--- config.mk ---
export PLATFORM = sky130hd
export DESIGN_NAME = food_manager
export DESIGN_NICKNAME = d
export VERILOG_FILES = /design/src/rtl/food_manager.sv
export SDC_FILE = /design/constraint.sdc
export NUM_CORES = 1
export LEC_CHECK = 0
export BUFFER_PORTS_ARGS = -buffer_cell sky130_fd_sc_hd__buf_2
export CORE_UTILIZATION = 40
export CTS_CLUSTER_DIAMETER = 100
export DETAILED_ROUTE_END_ITERATION = 8
export GPL_ROUTABILITY_DRIVEN = 1
export PLACE_DENSITY = 0.67
export SLEW_MARGIN = 25
export SYNTH_ARGS = -nofsm -noshare
export SYNTH_HDL_FRONTEND = slang
export SYNTH_SLANG_ARGS = --single-unit
export TNS_END_PERCENT = 100
--- constraint.sdc ---
create_clock -name clk -period 1.61 [get_ports clk]
set_clock_uncertainty 0.05 [all_clocks]
set_input_delay 0.322 -clock clk [delete_from_list [all_inputs] [get_ports clk]]
set_output_delay 0.322 -clock clk [all_outputs]
set_load 0.05 [all_outputs]
--- src/rtl/food_manager.sv ---
// -----------------------------------------------------------------------------
// food_manager
//
// Owns the snake-game food pellet and the snake length. When snake control
// pulses food_en (head update for this step is complete), the head position
// is compared with the pellet. On a hit the length grows (saturating at
// MAX_LEN), ate pulses, and a new pellet is placed at a pseudo-random
// on-screen position taken from a free-running 16-bit LFSR. The new pellet is
// then plotted as one pixel toward the VGA plot path.
//
// Ports:
//   clk         system clock, rising edge
//   rst         asynchronous active-low reset
//   food_en     one-cycle "check food now" pulse from snake control
//   head_x/y    current head column (0..159) / row (0..119)
//   isDead      snake dead (level); freezes growth and spawning
//   length      current snake length
//   food_x/y    pellet column / row
//   ate         one-cycle pulse when a pellet is eaten
//   x/y         plot column / row
//   colour_out  plot colour
//   plotEn      plot strobe, one pixel per high cycle
//
// Build option:
//   FOOD_AVOID_HEAD_EN  when defined, a spawn candidate equal to the head
//                       position is rejected and SPAWN retries with the
//                       next LFSR value.
// -----------------------------------------------------------------------------
module food_manager #(
    parameter logic [2:0]  FOOD_COLOUR = 3'b100,
    parameter logic [10:0] INIT_LEN    = 11'd4,
    parameter logic [10:0] GROW_STEP   = 11'd1,
    parameter logic [10:0] MAX_LEN     = 11'd2047,
    parameter logic [15:0] LFSR_SEED   = 16'hACE1
) (
    input  logic        clk,
    input  logic        rst,
    input  logic        food_en,
    input  logic [7:0]  head_x,
    input  logic [6:0]  head_y,
    input  logic        isDead,
    output logic [10:0] length,
    output logic [7:0]  food_x,
    output logic [6:0]  food_y,
    output logic        ate,
    output logic [7:0]  x,
    output logic [6:0]  y,
    output logic [2:0]  colour_out,
    output logic        plotEn
);

    localparam logic [1:0] ST_SPAWN = 2'd0;
    localparam logic [1:0] ST_DRAW  = 2'd1;
    localparam logic [1:0] ST_IDLE  = 2'd2;
    localparam logic [1:0] ST_CHECK = 2'd3;

    logic [1:0]  state_r;
    logic [15:0] lfsr_r;
    logic [10:0] length_r;
    logic [7:0]  food_x_r;
    logic [6:0]  food_y_r;
    logic        ate_r;
    logic [7:0]  x_r;
    logic [6:0]  y_r;
    logic [2:0]  colour_r;
    logic        plot_en_r;

    logic [7:0]  cand_v_s;
    logic [6:0]  cand_w_s;
    logic [7:0]  cx_s;
    logic [6:0]  cy_s;
    logic        hit_s;
    logic [11:0] sum_s;
    logic [10:0] grown_s;
    logic        spawn_ok_s;

    // Fibonacci LFSR step, taps 16,14,13,11 (bits 15,13,12,10), shift left.
    function automatic logic [15:0] lfsr_step(input logic [15:0] cur);
        return {cur[14:0], cur[15] ^ cur[13] ^ cur[12] ^ cur[10]};
    endfunction

    // Candidate position folding, hit detect and saturating growth.
    always_comb begin
        cand_v_s = lfsr_r[7:0];
        cand_w_s = lfsr_r[14:8];
        // v < 256 and w < 128, so a single subtraction always lands on screen.
        if (cand_v_s >= 8'd160) begin
            cx_s = cand_v_s - 8'd160;
        end else begin
            cx_s = cand_v_s;
        end
        if (cand_w_s >= 7'd120) begin
            cy_s = cand_w_s - 7'd120;
        end else begin
            cy_s = cand_w_s;
        end
        hit_s = (head_x == food_x_r) && (head_y == food_y_r);
        // 12-bit sum so the carry is visible before clamping.
        sum_s = {1'b0, length_r} + {1'b0, GROW_STEP};
        if (sum_s > {1'b0, MAX_LEN}) begin
            grown_s = MAX_LEN;
        end else begin
            grown_s = sum_s[10:0];
        end
`ifdef FOOD_AVOID_HEAD_EN
        spawn_ok_s = !((cx_s == head_x) && (cy_s == head_y));
`else
        spawn_ok_s = 1'b1;
`endif
    end

    // Free-running LFSR, advances every clock regardless of FSM state.
    always_ff @(posedge clk or negedge rst) begin
        if (!rst) begin
            lfsr_r <= LFSR_SEED;
        end else begin
            lfsr_r <= lfsr_step(lfsr_r);
        end
    end

    // Spawn / draw / idle / check sequencer with registered outputs.
    // The hit is evaluated on the edge that accepts food_en, so ate and the
    // grown length are already on the outputs during the CHECK cycle; CHECK
    // then only decides between SPAWN and IDLE from the registered ate.
    always_ff @(posedge clk or negedge rst) begin
        if (!rst) begin
            state_r   <= ST_SPAWN;
            length_r  <= INIT_LEN;
            food_x_r  <= 8'd0;
            food_y_r  <= 7'd0;
            ate_r     <= 1'b0;
            x_r       <= 8'd0;
            y_r       <= 7'd0;
            colour_r  <= 3'd0;
            plot_en_r <= 1'b0;
        end else begin
            ate_r     <= 1'b0;
            plot_en_r <= 1'b0;
            case (state_r)
                ST_SPAWN: begin
                    if (spawn_ok_s) begin
                        food_x_r  <= cx_s;
                        food_y_r  <= cy_s;
                        x_r       <= cx_s;
                        y_r       <= cy_s;
                        colour_r  <= FOOD_COLOUR;
                        plot_en_r <= 1'b1;
                        state_r   <= ST_DRAW;
                    end
                end
                ST_DRAW: begin
                    state_r <= ST_IDLE;
                end
                ST_IDLE: begin
                    if (food_en && !isDead) begin
                        ate_r   <= hit_s;
                        state_r <= ST_CHECK;
                        if (hit_s) begin
                            length_r <= grown_s;
                        end
                    end
                end
                ST_CHECK: begin
                    if (ate_r) begin
                        state_r <= ST_SPAWN;
                    end else begin
                        state_r <= ST_IDLE;
                    end
                end
                default: begin
                    state_r <= ST_SPAWN;
                end
            endcase
        end
    end

    assign length     = length_r;
    assign food_x     = food_x_r;
    assign food_y     = food_y_r;
    assign ate        = ate_r;
    assign x          = x_r;
    assign y          = y_r;
    assign colour_out = colour_r;
    assign plotEn     = plot_en_r;

endmodule

# Word-level counts from Yosys, hierarchy flattened
# Cells that the tools add are included.
# word_totals
word_cells	37
out_inout_bits	46
regBits	47
# classes
mux	9
n_reduce_logical	5
n_eq_ne	6
magnitude_cmp	3
add_sub_neg	3
bitwise	3
# ops
op	n
adder 11 x 1 -> 12 bit, second input constant	1
greater-than comparator 12 x 11 -> 1 bit, second input constant	1
two-way mux 11 bit	1
== test 8 bit	1
greater-or-equal comparator 8 bit, second input constant	1
two-way mux 8 bit	1
one-hot mux 2 bit (4 select lines)	1
subtractor 8 bit, second input constant	1
== test 7 bit	1
greater-or-equal comparator 7 bit, second input constant	1
two-way mux 7 bit	1
subtractor 7 bit, second input constant	1
== test 2 bit, second input constant	2
two-way mux 2 bit	2
two-way mux 1 bit	3
AND reduction 3 bit	1
XOR 1 bit	3
== test 2 x 1 -> 1 bit, second input constant	1
logical AND 1 bit	2
zero test 2 bit	1
!= test 2 bit, second input constant	1
zero test 1 bit	1

# Logic depth before layout (Yosys ltp)
# Gate-level depths: netlist (run 1).
# logic_depth
ltp_word	4
mapped_depth	6
depth_no_buf	5

# Worst setup path after synthesis (run 1)
# Ideal clock, no wire load.
# synth_path
path_type	register to register
start	reg, netlist name x[1]
end	reg length_r[3] (netlist: length[3])
arrival_time_ns	1.854
period_less_slack_ns	2.032
required_time_ns	1.432
setup_ns	0.128
path_slack_ns	-0.422
path_stages_with_launch	6
path_cell_list	dfrtp_1 -> xnor2_1 -> nand4_2 -> nor4_4 -> nand4_1 -> mux2_1
# synth_rtl
element	line_no	source
end signal: assignment	159	length_r <= grown_s;
end: declaration	59	logic [10:0] length_r;

==> key figures, run 1 <==
Critical path
  • WP data required: around 1800 ps
  • Worst flop-to-flop path endpoint: length[3]
  • R2r worst-path depth: 6
  • RR Startpoint: x[4]
  • CP max FO: 8
  • Reg2reg setup slack: -190 ps
  • Crit end category: flip-flop
  • Setup CP Type: flip-flop to flip-flop
  • Critical Path Source Type: flip-flop
  • Worst EP arrival: 1940 ps

Floorplanning
  • DIE HEIGHT: 75.7 um
  • Core Rows: 26
  • Starting Density: 42.0%
  • Core Footprint: just over 5000 um^2
  • Io pins: 65
  • Die ar.: roughly 5700 um^2
  • Die W: about 76 um

STA
  • Period utilisation layout: 112%
  • Slack of the critical path: -194 ps
  • Final Hold Fails: 0
  • RSZ-0062 raised after global routing: true
  • Setup violators final: 11
  • Hold WS: 221 ps
  • Slew Limit Fails: 0
  • Fmax achieved: 554 MHz
  • Final min period: 1800 ps

Place
  • Final RePlAce weighted congestion: ~0.84
  • Post-DP HPWL: 3380 um
  • Port Buf Inserts: 62
  • Inst Count DP: 358

Drt
  • First-pass DRT Iterations: 4
  • DRT iter0 DRCs: a little under 90
  • DRC Markers: 0
  • Met1 WL: 2270 um
  • Drt total wl: 4710 um
  • Top layer in use: met4
  • WL met3: 202 um
  • DR vias/cell: 4.74
  • Final antenna-violating net count: 0
  • Drt wl/cell: roughly 13 um
  • Via count of the routed design: 1755
  • WL met2: 2150 um

Synthesis
  • Synth Area in XOR/XNOR: 7.25%
  • Post-synthesis cell count: 209
  • Distinct cells, synth: 34
  • Post-synthesis compound-gate area fraction: between 7 and 8%
  • Yosys warnings: 0
  • Post-synth ARST share: 100%
  • Primary FF master, synth: dfrtp_1
  • Post-synthesis simple-gate area fraction: 18.1%
  • Yosys reg bits: 47
  • Adder-Cell Fraction of Synth Area: 2.30%
  • Mux share of post-synthesis cell area: 2.07%
  • Synth Cell Area: approximately 2200 um^2
  • Main combinational cell family by area after synthesis: simple AND/OR/NAND/NOR gates
  • EDFF count, synth: 0
  • Seq/Total Area, Yosys: a little over half
  • Mean Syn Cell Area: 10.4 um^2

Global routing
  • First-pass GRT wire length: approximately 7400 um
  • Pin count of the biggest net entering global routing: 48
  • Initial antenna violation count: 0
  • Gr usage total: 17.8%
  • Number of global-route vias before repair: roughly 1600
  • Grt ovf: 0

Final layout
  • Layout cells sized above 1: a little over half
  • Area Growth Syn to Fin: 38.6%
  • Most common cell after layout, fill and taps aside: buf_2
  • Finished Core Util: 58.2%
  • Most frequent cells in the layout: buf_2, nand2_1, buf_4, dfrtp_2, dfrtp_1
  • Non-Filler Instances: 370
  • Net count, final: around 320
  • Antenna Cells: 0

Clock tree
  • Root Buffer: clkbuf_8
  • Sink Count: 47
  • CTS tree: built
  • Clock transition at path regs: roughly 90 ps
  • Num CTS Buffers: 5
  • Clock Tree Buf Depth: 2
  • Worst-Skew Late Latency: between 300 and 400 ps
  • H-tree levels: 2

Worst hold path
  • Hold path cells: 3
  • Hold Crit Start: food_en
  • Worst hold path endpoint: state_r[0]
  • Worst hold path type: input pin to flip-flop

Power
  • Total power: slightly above 2 mW
  • Leakage: around 1.6 nW
  • PwrDens: about 700 nW/um^2
  • Peak supply drop: around 0.5 mV

Status
  • Failing checks: setup timing
  • Outcome: finished with violations

Flow run
  • Max-Cap Viols: 0
==> stage by stage <==
stage | setup TNS (ps) | setup WS, ps | area (um^2)
finish | -1510 | -194 | 3010
global route | -2410 | -277 | 3010
CTS | -1400 | -183 | 2970
global placement | -2450 | -278 | 2770
detailed placement | -2530 | -284 | 2770
floorplan | -2150 | -271 | 2220
==> cells by family after synthesis <==
kind of cell | count (synthesis)
simple gates | 80
flops | 47
buf+inv | 28
compound gates | 27
xor+xnor | 18
fa+ha+maj | 4
mux | 4
other cells | 1
==> cell type report <==
class                           count  area [um^2]
Inverter                            6         22.5
Timing Repair Buffer              104          674
Tap cell                           70         87.6
Clock buffer                        8          101
Sequential cell                    47         1220
Fill cell                         433         2160
Multi-Input combinational cell    135          908
==> power breakdown <==
group | switching, mW | internal, mW
sequential | 0.000632 | 1.18
combinational | 0.0584 | 0.0452
clock | 0.385 | 0.402
==> layer usage <==
layer | track usage [%] | up-vias
met5 | 0 | -
met3 | 4.10 | 7
met2 | 27.3 | 50
met1 | 24.6 | 831
met4 | 6.79 | 0
li1 | - | 867
==> worst max path at each step <==
stage | slack (ps) | startpoint | to | depth (start not counted)
CTS | -180 | x[3] | length[3] | 6
global placement | -280 | head_x[3] | length[3] | 7
finish | -190 | x[4] | length[3] | 6
floorplan | -270 | x[3] | length[10] | 5
global route | -280 | y[4] | length[3] | 6
detailed placement | -280 | head_x[3] | length[3] | 7
==> cell usage after synthesis, types with 2 or more instances <==
library cell	instances	share of area, %
o21ai_0	5	1.2
nor3_1	2	0.46
dfrtp_1	38	44
and3_1	2	0.58
clkbuf_1	4	0.69
nand4_1	7	2.0
a41oi_1	2	0.81
a31oi_1	5	1.4
nand3_1	9	2.1
nor2_1	9	1.6
buf_4	18	6.2
a21oi_1	10	2.3
nand2_1	40	6.9
nand2b_1	4	1.2
xnor2_1	17	6.9
mux2_1	3	1.6
inv_1	6	1.0
ha_1	4	2.3
dfstp_2	9	11
==> repair_timing <==
action,CTS,global route
resized for setup,12,8
hold endpoints to repair,38,0
gates cloned,0,0
setup buffers,2,1
endpoints found under the setup margin,12,13
pin swaps,10,1
hold buffers,1,0
==> flip-flops by register name (all words and copies together), names as in the netlist <==
signal and flops:
plotEn 1, x 8, length 11, lfsr_r 16, y 7, ate 1, colour_out 1, state_r 2
==> worst max-delay path, cell delays in order (launching register included) <==
cell	delay [ps]
dfrtp_2	430
xnor2_2	150
nand4_1	160
nor4_4	300
buf_6	160
nand4_1	110
mux2_4	310
Power figures use the tool's default switching activity.
==> inputs of run 2 (changes only) <==
- RECOVER_POWER: not set -> 25
==> run 2 against run 1 <==
  * The flow still finishes with violations (setup timing)
  * Global-route usage unchanged
  * Via count about the same
  * Flip-flop and latch count unchanged
  * Total power down 0.25%
  * Clock-buffer cell count unchanged
  * Non-clock buffer count unchanged
  * Critical path type unchanged
  * Largest power group unchanged
  * Register-to-register slack about the same
  * Combinational power down 5%
==> key figures, run 2 (synthesized netlist as in run 1, its figures left out) <==
STA
  • Fmax achieved: 556 MHz (was 554 MHz)
  • Slack of the critical path: -188 ps (was -194 ps)
  • Slew Limit Fails: 0 (unchanged)
  • Fin Setup TNS: -1440 ps (was -1510 ps)
  • Final min period: 1800 ps (about the same)
  • RSZ-0062 raised after global routing: true (unchanged)
  • Period utilisation layout: 112% (about the same)
  • Setup violators final: 11 (unchanged)
  • Tightest Pin Transition: 641 ps
  • Max-Slew Margin vs Limit: 57.3%
  • Final Hold Fails: 0 (unchanged)

Status
  • Failing checks: setup timing (unchanged)
  • Outcome: finished with violations (unchanged)

Drt
  • DR vias/cell: 4.74 (about the same)
  • DRT iter0 DRCs: 111 (was 89)
  • Drt wl/cell: 12.7 um (about the same)
  • DRC Markers: 0 (unchanged)
  • Final antenna-violating net count: 0 (unchanged)
  • Drt total wl: 4690 um (was 4710 um)
  • Via count of the routed design: 1754 (was 1755)
  • First-pass DRT Iterations: 4 (unchanged)

Floorplanning
  • DIE HEIGHT: 75.7 um (unchanged)
  • Core Rows: 26 (unchanged)
  • Die W: 75.7 um (unchanged)
  • Core Footprint: 5170 um^2 (unchanged)
  • Starting Density: 42.0% (unchanged)
  • Io pins: 65 (unchanged)
  • Die ar.: 5730 um^2 (unchanged)

Final layout
  • Most common cell after layout, fill and taps aside: buf_2 (unchanged)
  • Top reg by flops: lfsr_r (unchanged)
  • Finished Core Util: 57.9% (was 58.2%)
  • Final Cell Area: 3000 um^2 (was 3010 um^2)
  • Layout cells sized above 1: 51.3% (was 52.7%)
  • Antenna Cells: 0 (unchanged)
  • Max reg flops: 16 (unchanged)
  • Area Growth Syn to Fin: 37.8% (was 38.6%)
  • Net count, final: 322 (unchanged)
  • Most frequent cells in the layout: buf_2, nand2_1, buf_4, dfrtp_2, dfrtp_1 (unchanged)

Critical path
  • RR Startpoint: x[0] (was x[4])
  • Worst EP arrival: 1940 ps (about the same)
  • CP max FO: 8 (unchanged)
  • CP Launch Point: x[0] (was x[4])
  • Buf+Inv Stages, Crit Path: 1 (unchanged)
  • Slowest stage delay, CP: 430 ps (about the same)
  • Setup CP Type: flip-flop to flip-flop (unchanged)
  • R2r worst-path depth: 6 (unchanged)
  • Crit path top cell by count: nand4_1 (unchanged)
  • Crit end category: flip-flop (unchanged)
  • CP top delay family: simple AND/OR/NAND/NOR gates (unchanged)
  • Cell count along the critical path: 6 (unchanged)
  • Critical-path top delay cell: dfrtp_2 (unchanged)
  • WP data required: 1750 ps (about the same)
  • Critical Path Source Type: flip-flop (unchanged)
  • CP Cell Sequence: xnor2_2 > nand4_1 > nor4_4 > buf_6 > nand4_1 > mux2_4 (unchanged)

Clock tree
  • Sink Count: 47 (unchanged)
  • Worst-Skew Late Latency: 310 ps (about the same)
  • Num CTS Buffers: 5 (unchanged)
  • CTS tree: built (unchanged)
  • Clock transition at path regs: 90 ps (about the same)
  • H-tree levels: 2 (unchanged)
  • Clock Tree Buf Depth: 2 (unchanged)
  • Root Buffer: clkbuf_8 (unchanged)

Place
  • Post-DP HPWL: 3380 um (unchanged)
  • Port Buf Inserts: 62 (unchanged)
  • Final RePlAce weighted congestion: 0.840 (unchanged)
  • DP Worst Slack: -284 ps (unchanged)
  • Cell Area, Placed: 2770 um^2 (unchanged)

Global routing
  • Grt ovf: 0 (unchanged)
  • Initial antenna violation count: 0 (unchanged)
  • Gr usage total: 17.8% (unchanged)
  • Number of global-route vias before repair: 1604 (unchanged)
  • Pin count of the biggest net entering global routing: 48 (unchanged)
  • First-pass GRT wire length: 7440 um (unchanged)

Worst hold path
  • Hold path cells: 3 (unchanged)
  • Worst hold path type: input pin to flip-flop (unchanged)
  • Hold Crit Start: food_en (unchanged)

Power
  • PwrDens: 690 nW/um^2 (was 688 nW/um^2)
  • Peak supply drop: 0.497 mV (was 0.499 mV)
  • Total power: 2.07 mW (about the same)
  • Leakage: 1.56 nW (about the same)

Flow run
  • Max-Cap Viols: 0 (unchanged)
## run 2: cell count changes in the layout (fill, tap and decap cells not counted)
cell / before / now
dfstp_1: 0 / 3
dfstp_2: 8 / 5
buf_12: 2 / 1
buf_4: 36 / 35
clkbuf_1: 2 / 3
clkbuf_4: 0 / 1
## run 2: worst paths after layout
| kind | end | slack [ps] |
|---|---|---|
| setup / recovery | length[3] | -190 |
| hold / removal | state_r[0] | 220 |
| setup reg to reg | length[3] | -190 |
| hold reg to reg | lfsr_r[3] | 330 |
| max in group asynchronous | length[1] | 410 |
| min in group asynchronous | lfsr_r[14] | 630 |
## run 2: tightest hold or removal path: stages
cell and delay, ps:
buf_2 100, nand2b_1 70, a21oi_1 60
## run 2: area by class of cell
type                            count  area, um^2
Fill cell                         434        2180
Sequential cell                    47        1220
Multi-Input combinational cell    135         908
Timing Repair Buffer              104         658
Clock buffer                        8         101
Tap cell                           70        87.6
Inverter                            6        22.5
## run 2: per-stage QoR
stage	instances	hold slack [ps]
floorplan	210	-23.6
global placement	358	274
detailed placement	358	274
CTS	369	219
global route	370	229
finish	370	223
## run 2: routing by layer
layer	vias to the layer above	track usage [%]	part of all wire, %	routed length, um
met5	-	0	0	0
met4	0	6.79	1.7	78
met3	7	4.10	4.7	220
met2	55	27.3	47	2190
met1	825	24.6	47	2210
li1	867	-	-	-
## run 2: what timing repair did
item	in CTS	in global routing
endpoints found under the hold margin	38	0
hold buffers	1	0
endpoints found under the setup margin	12	13
pin swaps	10	1
gates cloned	0	0
setup buffers	2	1
gates resized for setup	12	8
## run 2: where the power goes
group	internal, mW	switching (mW)	total [mW]
combinational	0.0414	0.0573	0.0987
clock	0.402	0.385	0.787
sequential	1.18	0.000631	1.18
